$ cat src/rtl/fifo_stream_rdr_pkg.sv
// Shared types and word-layout helpers for the FIFO stream reader.
// Words are {eop, sop, payload}; sop/eop sit just above the payload.
package fifo_stream_rdr_pkg;

    typedef enum logic [1:0] {
        IDLE     = 2'd0,
        IN_FRAME = 2'd1,
        DISCARD  = 2'd2
    } rdr_state_e;

    localparam int DWIDTH_DEF = 64;
    localparam int SOP_BIT    = DWIDTH_DEF;
    localparam int EOP_BIT    = DWIDTH_DEF + 1;

    // Width-generic forms of SOP_BIT/EOP_BIT for non-default payload widths.
    function automatic int sop_bit(input int dwidth);
        return dwidth;
    endfunction

    function automatic int eop_bit(input int dwidth);
        return dwidth + 1;
    endfunction

endpackage

$ cat src/rtl/fifo_stream_skid.sv
// fifo_stream_skid: 2-entry output buffer, push visible at head next cycle.
// Caller owns flow control: never push into a full buffer unless popping that cycle.
module fifo_stream_skid #(
    parameter int WIDTH = 66
) (
    input  logic             clk_i,
    input  logic             rst_i,
    input  logic             push_i,
    input  logic [WIDTH-1:0] push_dat_i,
    input  logic             pop_i,
    output logic             head_vld_o,
    output logic [WIDTH-1:0] head_dat_o,
    output logic [1:0]       occ_o
);

    logic [WIDTH-1:0] ent0_q, ent0_d;
    logic [WIDTH-1:0] ent1_q, ent1_d;
    logic [1:0]       occ_q, occ_d;

    always_comb begin
        ent0_d = ent0_q;
        ent1_d = ent1_q;
        occ_d  = occ_q;
        case ({push_i, pop_i})
            2'b10: begin
                if (occ_q == 2'd0) ent0_d = push_dat_i;
                else               ent1_d = push_dat_i;
                occ_d = occ_q + 2'd1;
            end
            2'b01: begin
                ent0_d = ent1_q;
                occ_d  = occ_q - 2'd1;
            end
            2'b11: begin
                // Occupancy is unchanged; the new word lands behind whatever remains.
                if (occ_q == 2'd2) begin
                    ent0_d = ent1_q;
                    ent1_d = push_dat_i;
                end else begin
                    ent0_d = push_dat_i;
                end
            end
            default: ;
        endcase
    end

    always_ff @(posedge clk_i) begin
        if (rst_i) begin
            ent0_q <= '0;
            ent1_q <= '0;
            occ_q  <= 2'd0;
        end else begin
            ent0_q <= ent0_d;
            ent1_q <= ent1_d;
            occ_q  <= occ_d;
        end
    end

    assign head_vld_o = (occ_q != 2'd0);
    assign head_dat_o = ent0_q;
    assign occ_o      = occ_q;

endmodule

$ cat src/rtl/fifo_stream_rdr.sv
// fifo_stream_rdr: pops a 1-cycle-latency FIFO, enforces sop/eop framing, streams words out (2 cycles fifo_ren->out_valid).
// out_ready low stops reads once 2 words are buffered/in flight; FIFO_STREAM_RDR_STATS_EN adds frame_cnt/err_cnt.
module fifo_stream_rdr
    import fifo_stream_rdr_pkg::*;
#(
    parameter int DWIDTH     = 64,
    parameter int FIFO_WIDTH = DWIDTH + 2
) (
    input  logic                  rclk,
    input  logic                  rrst,
    output logic                  fifo_ren,
    input  logic [FIFO_WIDTH-1:0] fifo_rdata,
    input  logic                  fifo_rempty,
    output logic                  out_valid,
    input  logic                  out_ready,
    output logic [DWIDTH-1:0]     out_data,
    output logic                  out_sop,
    output logic                  out_eop,
    output logic                  err_pulse,
    output logic                  busy
`ifdef FIFO_STREAM_RDR_STATS_EN
    ,
    output logic [31:0]           frame_cnt,
    output logic [15:0]           err_cnt
`endif
);

    localparam int SOP_IDX = sop_bit(DWIDTH);
    localparam int EOP_IDX = eop_bit(DWIDTH);

    rdr_state_e            state_q, state_d;
    logic                  rd_vld_q, rd_vld_d;
    logic                  err_q, err_d;
    logic                  fwd;
    logic                  pop;
    logic                  ren;
    logic                  rd_sop, rd_eop;
    logic [1:0]            occ;
    logic [2:0]            credit;
    logic [FIFO_WIDTH-1:0] head_dat;

    assign rd_sop = fifo_rdata[SOP_IDX];
    assign rd_eop = fifo_rdata[EOP_IDX];

    always_comb begin
        state_d = state_q;
        fwd     = 1'b0;
        err_d   = 1'b0;
        if (rd_vld_q) begin
            case (state_q)
                IDLE: begin
                    if (rd_sop) begin
                        fwd     = 1'b1;
                        state_d = rd_eop ? IDLE : IN_FRAME;
                    end else begin
                        err_d   = 1'b1;
                        state_d = rd_eop ? IDLE : DISCARD;
                    end
                end
                IN_FRAME: begin
                    // A sop here abandons the open frame and starts a new one.
                    fwd     = 1'b1;
                    err_d   = rd_sop;
                    state_d = rd_eop ? IDLE : IN_FRAME;
                end
                DISCARD: begin
                    if (rd_sop) begin
                        fwd     = 1'b1;
                        state_d = rd_eop ? IDLE : IN_FRAME;
                    end else if (rd_eop) begin
                        state_d = IDLE;
                    end
                end
                default: state_d = IDLE;
            endcase
        end
    end

    // Words leaving this cycle free space now; dropped returns never occupy any.
    assign pop      = out_valid & out_ready;
    assign credit   = {1'b0, occ} - {2'b00, pop} + {2'b00, fwd};
    assign ren      = ~rrst & ~fifo_rempty & (credit < 3'd2);
    assign rd_vld_d = ren;
    assign fifo_ren = ren;

    always_ff @(posedge rclk) begin
        if (rrst) begin
            state_q  <= IDLE;
            rd_vld_q <= 1'b0;
            err_q    <= 1'b0;
        end else begin
            state_q  <= state_d;
            rd_vld_q <= rd_vld_d;
            err_q    <= err_d;
        end
    end

    fifo_stream_skid #(
        .WIDTH (FIFO_WIDTH)
    ) u_skid (
        .clk_i      (rclk),
        .rst_i      (rrst),
        .push_i     (fwd),
        .push_dat_i (fifo_rdata),
        .pop_i      (pop),
        .head_vld_o (out_valid),
        .head_dat_o (head_dat),
        .occ_o      (occ)
    );

    assign out_data  = head_dat[DWIDTH-1:0];
    assign out_sop   = head_dat[SOP_IDX];
    assign out_eop   = head_dat[EOP_IDX];
    assign err_pulse = err_q;
    assign busy      = (state_q != IDLE) | out_valid;

`ifdef FIFO_STREAM_RDR_STATS_EN
    logic [31:0] frame_cnt_q;
    logic [15:0] err_cnt_q;

    always_ff @(posedge rclk) begin
        if (rrst) begin
            frame_cnt_q <= 32'd0;
            err_cnt_q   <= 16'd0;
        end else begin
            if (fwd & rd_eop)
                frame_cnt_q <= frame_cnt_q + 32'd1;
            if (err_d && (err_cnt_q != 16'hFFFF))
                err_cnt_q <= err_cnt_q + 16'd1;
        end
    end

    assign frame_cnt = frame_cnt_q;
    assign err_cnt   = err_cnt_q;
`endif

endmodule

$ cat config.mk
export PLATFORM = sky130hd
export DESIGN_NAME = fifo_stream_rdr
export DESIGN_NICKNAME = d
export VERILOG_FILES = /design/src/rtl/fifo_stream_rdr_pkg.sv /design/src/rtl/fifo_stream_skid.sv /design/src/rtl/fifo_stream_rdr.sv
export SDC_FILE = /design/constraint.sdc
export NUM_CORES = 1
export LEC_CHECK = 0
export BUFFER_PORTS_ARGS = -buffer_cell sky130_fd_sc_hd__buf_4
export CAP_MARGIN = 20
export CORE_ASPECT_RATIO = 1.1
export CORE_UTILIZATION = 35
export CTS_CLUSTER_SIZE = 24
export DETAILED_ROUTE_END_ITERATION = 8
export HOLD_SLACK_MARGIN = 0.12
export MAX_ROUTING_LAYER = met4
export PLACE_DENSITY_LB_ADDON = 0.2
export SLEW_MARGIN = 40
export SYNTH_ARGS = -nofsm -noshare
export SYNTH_HDL_FRONTEND = slang
export SYNTH_SLANG_ARGS = --single-unit
$ cat constraint.sdc
create_clock -name rclk -period 1.85 [get_ports rclk]
set_input_delay 0.185 -clock rclk [delete_from_list [all_inputs] [get_ports rclk]]
set_output_delay 0.185 -clock rclk [all_outputs]
set_load 0.01 [all_outputs]
* Word level (Yosys, flattened, before mapping)
Index checks and enable logic that the tools add are counted.
Widths: inputs -> output; s select.
** Operators by class
- Magnitude comparators :: 1
- $mul :: 0
- Muxes and demuxes :: 18
- Equal/unequal tests :: 10
- Div/mod/pow operators :: 0
- Add/sub/neg operators :: 4
- Shift-type cells :: 0
- Bitwise operators :: 7
- Reductions and logical operators :: 12
** Operators with widths (number)
- $mux 66 :: 4
- $pmux 66 s3 :: 1
- $pmux 66 s2 :: 1
- $eq 2x2->1 const B :: 4
- $mux 2 :: 4
- $reduce_bool 2->1 :: 4
- $pmux 2 s3 :: 1
- $eq 2x1->1 const B :: 2
- $logic_not 2->1 :: 2
- $mux 1 :: 4
- $ne 2x1->1 const B :: 2
- $pmux 1 s2 :: 2
- $pmux 2 s2 :: 1
- $reduce_and 2->1 :: 2
- $reduce_or 2->1 :: 2
- $add 3x1->3 :: 1
- $and 1x1->1 :: 3
- $lt 3x2->1 const B :: 1
- $ne 3x3->1 const B :: 1
- $not 1->1 :: 3
- $reduce_and 3->1 :: 1
- $reduce_bool 3->1 :: 1
- $sub 2x1->3 :: 1
- $add 2x1->2 const B :: 1
- 3 further kinds :: 3
** Word-level totals
- Memory bits (read-only) :: 0
- Output and inout bits :: 70
- Memory bits (writable) :: 0
- Latch bits :: 0
- Bits in registers :: 138
- Input port bits :: 70
- Memories :: 0
- Logic and storage cells :: 58

* Logic depth before layout (Yosys ltp)
Gate-level depths: netlist of run 1.
- Depth after elaboration :: 7
- Depth in mapped cells :: 10
- Depth with buffers taken out :: 8

* Cells and area by module
Synthesis of run 1 repeated with hierarchy kept, for this count alone.
** Unflattened totals
- Cell total of the unflattened synthesis :: 754
- Area, all modules :: 6547.5 um^2
** Modules (own cells, without submodules)
- fifo_stream_skid :: times used 1, sequential area each 2682.6 um^2, area an instance 6293.5 um^2, cells an instance 728
- fifo_stream_rdr :: times used 1, sequential area each 80.1 um^2, area an instance 254.0 um^2, cells an instance 26

* Worst setup path after synthesis of run 1
Ideal clock, no wire load.
- Kind :: flip-flop to output port
- From :: reg u_skid.occ_q[1], in the netlist u_skid.occ_o[1]
- To :: out fifo_ren
- Arrival :: 2073 ps
- Setup slack :: -408 ps
- Required time :: 1665 ps
- Cell stages (with the launch flop) :: 8
- Path buffers :: 0
- Cell sequence :: dfxtp_1 o21ai_4 inv_2 ha_1 nand2b_1 fa_1 xor2_1 nor4b_1
** On the way
- Cells in the longest elaborated chain, start to end :: 6
** RTL lines
- start: declaration :: line fifo_stream_skid.sv:18 : logic [1:0] occ_q, occ_d;
- start signal: assignment :: line fifo_stream_skid.sv:51 : occ_q <= 2'd0;
- start signal: assignment :: line fifo_stream_skid.sv:55 : occ_q <= occ_d;
- $reduce_bool 2->1 :: line fifo_stream_skid.sv:59 : assign head_vld_o = (occ_q != 2'd0);
- $and 1x1->1 :: line fifo_stream_rdr.sv:80 : assign pop = out_valid & out_ready;
- $sub 2x1->3 * :: line fifo_stream_rdr.sv:81 : assign credit = {1'b0, occ} - {2'b00, pop} + {2'b00, fwd};
- $add 3x1->3 * :: line fifo_stream_rdr.sv:81
- $lt 3x2->1 * :: line fifo_stream_rdr.sv:82 : assign ren = ~rrst & ~fifo_rempty & (credit < 3'd2);
- $and 1x1->1 * :: line fifo_stream_rdr.sv:82
- end: declaration :: line fifo_stream_rdr.sv:11 : output logic fifo_ren,
Every way passes the cells marked *; elsewhere a longest branch is shown, timed or not.

* Worst setup path after layout of run 1
Ends and elaborated chain as after synthesis.

==> reports/metrics.csv, run 1 <==
stage,metric,value,unit
yosys,synth_cell_type_count,32,
timing,period_minus_slack,2397,ps
global_routing,gr-usage-all-layers,28.13,%
clock_tree,cts_root_buf,clkbuf_16,
hold_path,hold_path_end,u_skid.ent1_q[13],
floorplanning,die_area,0.01804,mm^2
yosys,netlist_instances,707,
yosys,synth_nets,782,
clock_tree,path_clk_slew,60,ps
yosys,synth_edf_count,0,
floorplanning,floorplan.initialDensity,35.88,%
power_and_ir_drop,p_leak,4.899,nW
yosys,synth_seq_area_share,45.09,%
worst_setup_path,reg2reg_depth,13,
yosys,syn_area,0.006127,mm^2
placement,hpwl,10.81,mm
timing,setup_viol,134,
power_and_ir_drop,p_per_area,1087,mW/mm^2
final_layout,drive_gt1_share,57.97,%
hold_path,holdPathStages,2,
worst_setup_path,cp_cell_sequence,o21ai_4 -> inv_2 -> ha_4 -> nand2b_4 -> fa_2 -> xor2_2 -> nor4b_4 -> buf_4,
timing,max-slew-margin-rel,71.41,%
yosys,yosys.area.top_type,dfxtp_1,
floorplanning,fp.dieH,140.8,um
floorplanning,core_area,0.01708,mm^2
worst_setup_path,startpoint_type,flip-flop,
timing,finalCritPeriodShare,129.6,%
yosys,synthTopCellsByArea,"dfxtp_1 45%, nand2_1 12%, a221oi_2 9.8%",
final_layout,synthToLayoutAreaGrowth,85.60,%
yosys,avgSynthCellArea,8.666,um^2
floorplanning,die_w,128.2,um
detailed_routing,vias_per_cell,5.446,
worst_setup_path,ff2ff_setup_slack,-440,ps
global_routing,grt_pass1_vias,6717,
yosys,synth_flop_cell,dfxtp_1,
timing,maxSlewViolCount,0,
final_layout,fill_cells,1249,
job,drv_cap,0,
placement,placed_area,0.007564,mm^2
worst_setup_path,critPathMaxStageDelay,360,ps
worst_setup_path,critical_path.max_fanout,2,
final_layout,fin_cells,1207,
timing,tightest_slew,428.8,ps
timing,rsz0062_at_grt,yes,
final_layout,antennaDiodeCount,0,
final_layout,ff_latch_area,0.002768,mm^2
yosys,synth.top_cell.area_share,45.09,%
clock_tree,clkSinkCount,138,
worst_setup_path,cp_slowest_cell,fa_2,
worst_setup_path,rr_endpoint,u_skid.head_dat_o[1],
worst_setup_path,reg2reg_from,state_q[1],
detailed_routing,drt_wl_total,24.86,mm
yosys,ys_seq_elements,138,
worst_setup_path,crit_buf_inv,2,
floorplanning,row_count,50,
placement,io_buffers,139,
final_layout,fin_util,66.59,%
clock_tree,insertion_delay,420,ps
worst_setup_path,crit_type,reg -> out,
global_routing,antenna_found_initial,0,
floorplanning,io_pins,140,
worst_setup_path,worstPathArrival,2210,ps
placement,placedCellCount,1047,
clock_tree,htree_levels,4,
hold_path,hold_path.startpoint,rrst,
global_routing,grt_overflow,0,
detailed_routing,ant_nets,0,
yosys,ys_warn_count,0,
final_layout,nNetsFinal,1040,
detailed_routing,wl_per_cell,20.60,um
clock_tree,tritoncts,done,
placement,gp_congestion,0.7821,
run_status,violations,setup timing,
timing,max_freq,0.4171,GHz
detailed_routing,via_count,6573,
hold_path,hp-class,in -> reg,
global_routing,grt_pass1_wl,37.18,mm
worst_setup_path,crit_family,adder cells,
final_layout,design_area,0.01137,mm^2
run_status,status,finished with violations,
timing,fin_tns_setup,-39830,ps
worst_setup_path,cp.required,1660,ps
timing,fin_ws,-547.4,ps
final_layout,multi_input_area,0.004091,mm^2
power_and_ir_drop,peakVddDrop,0.7465,mV
worst_setup_path,end_kind,primary output,
timing,hold_violations,0,
detailed_routing,dr.first_iter.drc_count,357,
yosys,synthArstFlopShare,0,%
clock_tree,cts_buffers,17,
detailed_routing,drc,0,
clock_tree,clock_path_buffers,2,
timing,fin_skew,8.643,ps
detailed_routing,firstDrtPassIters,5,
global_routing,grt_max_degree,52,
-- what timing repair did --
action                     4_1_cts  5_1_grt
pin swaps                      127      109
resized for setup              293      136
setup buffers                   41        7
cloned                          35        1
hold endpoints to repair        68        0
setup endpoints to repair      134      136
hold buffers                    66        0
-- final cells by class --
cell class	instances	share of cell area (%)
clock buffer	24	4.324
timing repair buffer	304	30.22
inverter	71	2.409
clock inverter	3	0.1540
tap	234	2.575
sequential	138	24.34
multi-input combinational	433	35.98
-- routing by layer --
metal	share of wire (%)	wire length [um]	GRT usage, %	vias up
li1	-	-	-	2973
met1	39	9796	32.10	3274
met2	53	13070	48.66	260
met3	4.9	1215	5.047	66
met4	3.1	777	10.96	0
met5	0	0	-	-
-- through the flow --
step / worst slack, ps / total power [mW] / hold slack, ps
global route: -625.5 / 12.86 / 192.6
floorplan: -204.2 / 6.277 / 264.3
CTS: -563.6 / 12.17 / 161.8
finish: -547.4 / 12.36 / 185.6
global placement: -174.0 / 7.804 / 390.2
detailed placement: -228.3 / 7.905 / 394.3
-- cell usage after synthesis (2+ instances only) --
master    count
buf_2        28
a221oi_2     40
nor2_1        2
nand2b_1      4
dfxtp_1     138
or3_1         2
xor2_1        3
o211ai_2      2
buf_6         5
nand2_1     199
nor4b_1       3
a22oi_1      66
a21oi_1      68
inv_2         2
inv_1        69
buf_4        14
a21oi_2       2
clkbuf_1     18
ha_1          4
a221oi_1     26
-- state kept, by name, summed over array words and instances, names as in the netlist --
signal and cells:
rd_vld_q 1, err_pulse 1, state_q 2, u_skid.occ_o 2
u_skid.ent1_q 66, u_skid.head_dat_o 66
-- cell usage in the layout (no fill, tap or decap), drive strengths merged --
cell,n
nor2,3
clkinvlp,1
o21ai,2
nor3,1
ha,4
nor2b,1
clkinv,2
o21a,1
a22oi,66
and2b,1
dfxtp,138
xor2,3
a21oi,70
dlygate4sd3,66
inv,71
buf,236
o211ai,2
fa,1
xnor2,1
nand3,1
nor4b,3
clkbuf,26
o211a,1
mux2i,1
a221oi,66
nand2,199
or3,2
nand2b,4
-- power by group --
| part | leakage [nW] | internal [mW] | total (mW) | switching (mW) |
|---|---|---|---|---|
| clock | 0.250 | 1.81 | 3.04 | 1.23 |
| combinational | 3.53 | 2.67 | 5.28 | 2.61 |
| sequential | 1.12 | 3.60 | 4.03 | 0.431 |
| total | 4.90 | 8.09 | 12.4 | 4.27 |
-- kinds of logic after synthesis --
kind of cell    synth area share [%]
compound gates                 28.61
xor+xnor                      0.5719
fa+ha+maj                      1.144
buf+inv                        10.37
flops                          45.09
mux                           0.1634
simple gates                   14.05
-- worst max path at each step --
stage | from | endpoint | slack [ps] | cells after the start
after floorplan | u_skid.occ_o[0] | fifo_ren | -200 | 8
after detailed placement | u_skid.occ_o[0] | u_skid.head_dat_o[22] | -230 | 5
after global placement | u_skid.occ_o[0] | fifo_ren | -170 | 8
after CTS | u_skid.occ_o[1] | fifo_ren | -560 | 8
after global routing | u_skid.occ_o[1] | fifo_ren | -630 | 8
final | u_skid.occ_o[1] | fifo_ren | -550 | 8
Note: power is estimated with default switching activity, not from simulation.
==> run 2, diff against run 1 <==
--- a/config.mk
+++ b/config.mk
@@ -5,16 +5,15 @@
 export SDC_FILE = /design/constraint.sdc
 export NUM_CORES = 1
 export LEC_CHECK = 0
-export BUFFER_PORTS_ARGS = -buffer_cell sky130_fd_sc_hd__buf_4
 export CAP_MARGIN = 20
 export CORE_ASPECT_RATIO = 1.1
 export CORE_UTILIZATION = 35
 export CTS_CLUSTER_SIZE = 24
 export DETAILED_ROUTE_END_ITERATION = 8
+export DONT_BUFFER_PORTS = 1
 export HOLD_SLACK_MARGIN = 0.12
 export MAX_ROUTING_LAYER = met4
 export PLACE_DENSITY_LB_ADDON = 0.2
-export SLEW_MARGIN = 40
 export SYNTH_ARGS = -nofsm -noshare
 export SYNTH_HDL_FRONTEND = slang
 export SYNTH_SLANG_ARGS = --single-unit
==> reports/metrics.csv, run 2 (synthesis results as in run 1) <==
stage,metric,value,unit
worst_setup_path,startpoint_type,flip-flop,
final_layout,final_common_cell,dfxtp_1,
worst_setup_path,cp_slowest_cell,fa_2,
detailed_routing,dr.first_iter.drc_count,231,
floorplanning,fp.dieH,140.8,um
power_and_ir_drop,peakVddDrop,0.6630,mV
worst_setup_path,worstPathArrival,2090,ps
global_routing,grt_pass1_vias,5911,
worst_setup_path,critPathMaxStageDelay,350,ps
final_layout,final_cell_mix,"134 x dfxtp_1, 79 x nand2_1, 67 x inv_1",
timing,hold_violations,100,
final_layout,drive_gt1_share,58.08,%
power_and_ir_drop,p_per_area,1229,mW/mm^2
worst_setup_path,cp_cell_sequence,o21ai_4 -> inv_2 -> ha_4 -> nand2b_4 -> fa_2 -> xor2_2 -> nor4b_4,
placement,place_worst_setup_slack,-166.1,ps
worst_setup_path,reg2reg_depth,9,
timing,holdWs,-167.1,ps
detailed_routing,ant_nets,0,
placement,gp_congestion,0.7785,
worst_setup_path,crit_buf_inv,1,
clock_tree,cts_buffers,17,
timing,fin_ws,-427.4,ps
timing,fin_skew,10.81,ps
final_layout,nNetsFinal,842,
global_routing,grt_max_degree,140,
global_routing,grt_pass1_wl,33.40,mm
worst_setup_path,cp.required,1660,ps
run_status,status,finished with violations,
clock_tree,cts_root_buf,clkbuf_16,
global_routing,gr-usage-all-layers,25.34,%
final_layout,antennaDiodeCount,0,
clock_tree,cts_hold_buffers,4,
final_layout,design_area,0.009814,mm^2
worst_setup_path,critical_path.max_fanout,3,
placement,io_buffers,0,
worst_setup_path,cp.depth,7,
global_routing,grt_overflow,0,
detailed_routing,vias_per_cell,5.561,
clock_tree,tritoncts,done,
timing,max_freq,0.4391,GHz
final_layout,synthToLayoutAreaGrowth,60.18,%
floorplanning,row_count,50,
job,drv_cap,0,
worst_setup_path,crit_end,fifo_ren,
timing,max-slew-margin-rel,56.85,%
detailed_routing,drt_wl_total,22.20,mm
clock_tree,clkSinkCount,138,
placement,placed_area,0.006495,mm^2
run_status,violations,"hold timing, setup timing",
worst_setup_path,end_kind,primary output,
worst_setup_path,rr_endpoint,u_skid.ent1_q[18],
worst_setup_path,reg2reg_from,u_skid.occ_o[0],
floorplanning,floorplan.initialDensity,35.88,%
clock_tree,path_clk_slew,60,ps
timing,period_minus_slack,2277,ps
floorplanning,die_area,0.01804,mm^2
detailed_routing,drc,0,
timing,maxSlewViolCount,0,
timing,setup_viol,134,
clock_tree,clock_path_buffers,2,
global_routing,antenna_found_initial,0,
worst_setup_path,crit_family,adder cells,
timing,tightest_slew,647.3,ps
detailed_routing,via_count,5639,
hold_path,hp-class,in -> reg,
detailed_routing,firstDrtPassIters,5,
worst_setup_path,crit_type,reg -> out,
worst_setup_path,ff2ff_setup_slack,-410,ps
floorplanning,io_pins,140,
floorplanning,die_w,128.2,um
clock_tree,htree_levels,4,
floorplanning,core_area,0.01708,mm^2
timing,finalCritPeriodShare,123.1,%
detailed_routing,wl_per_cell,21.90,um
timing,rsz0062_at_grt,yes,
clock_tree,insertion_delay,420,ps
worst_setup_path,critPathLaunch,u_skid.occ_o[0],
timing,fin_tns_setup,-39600,ps
power_and_ir_drop,p_leak,3.602,nW
placement,hpwl,9.809,mm
==> run 2: changes by cell type in the layout (fill, tap and decap cells not counted), moves of 4 or more <==
cell           change
a21oi_1           +14
a21oi_2           -14
a221oi_1          -12
a221oi_2          +13
a22oi_1           -56
a22oi_2           +56
buf_12             -5
buf_4            -136
buf_8              +5
clkbuf_8           -4
dlygate4sd3_1     -62
nand2_1           +37
nand2_4           -37
==> run 2: power by group <==
| part | leakage (nW) | total (mW) | internal [mW] | switching (mW) |
|---|---|---|---|---|
| sequential | 1.12 | 4.31 | 3.60 | 0.710 |
| clock | 0.291 | 3.48 | 2.13 | 1.35 |
| combinational | 2.19 | 4.27 | 2.16 | 2.11 |
==> run 2: repair_timing <==
action	CTS	global route
hold endpoints to repair	138	135
pin swaps	130	51
endpoints found under the setup margin	133	135
cloned	33	5
buffers inserted	47	10
gates resized for setup	316	88
==> run 2: per-stage QoR <==
stage	util [%]	cells	hold WS [ps]	power, mW
5_1_grt	57.47	1014	-192.4	12.62
2_1_floorplan	-	707	264.3	6.277
4_1_cts	56.70	1017	-178.8	12.01
6_report	57.47	1014	-167.1	12.06
3_3_place_gp	38.03	903	267.2	6.781
3_5_place_dp	38.03	903	268.5	6.862
==> run 2: how the worst min path moves through the flow <==
stage	start	end	slack [ps]	cells after the start
floorplan	fifo_rempty	rd_vld_q	260	1
detailed placement	fifo_rempty	rd_vld_q	270	1
global placement	fifo_rempty	rd_vld_q	270	1
global route	rrst	u_skid.ent1_q[16]	-190	1
finish	rrst	u_skid.head_dat_o[19]	-170	1
CTS	rrst	u_skid.ent1_q[12]	-180	1
==> run 2: layout make-up <==
class                      count  area (um^2)
fill                        1423         7264
multi-input combinational    434         4128
sequential                   138         2768
timing repair buffer         105         1754
clock buffer                  18        429.2
tap                          234        292.8
inverter                      71        274.0
clock inverter                14        168.9
==> run 2: metal layers <==
layer	wire [um]	vias to the layer above	track usage, %
met1	8473	2837	26.74
met5	0	-	-
li1	-	2585	-
met4	577	0	11.02
met2	11860	177	43.91
met3	1295	40	7.249
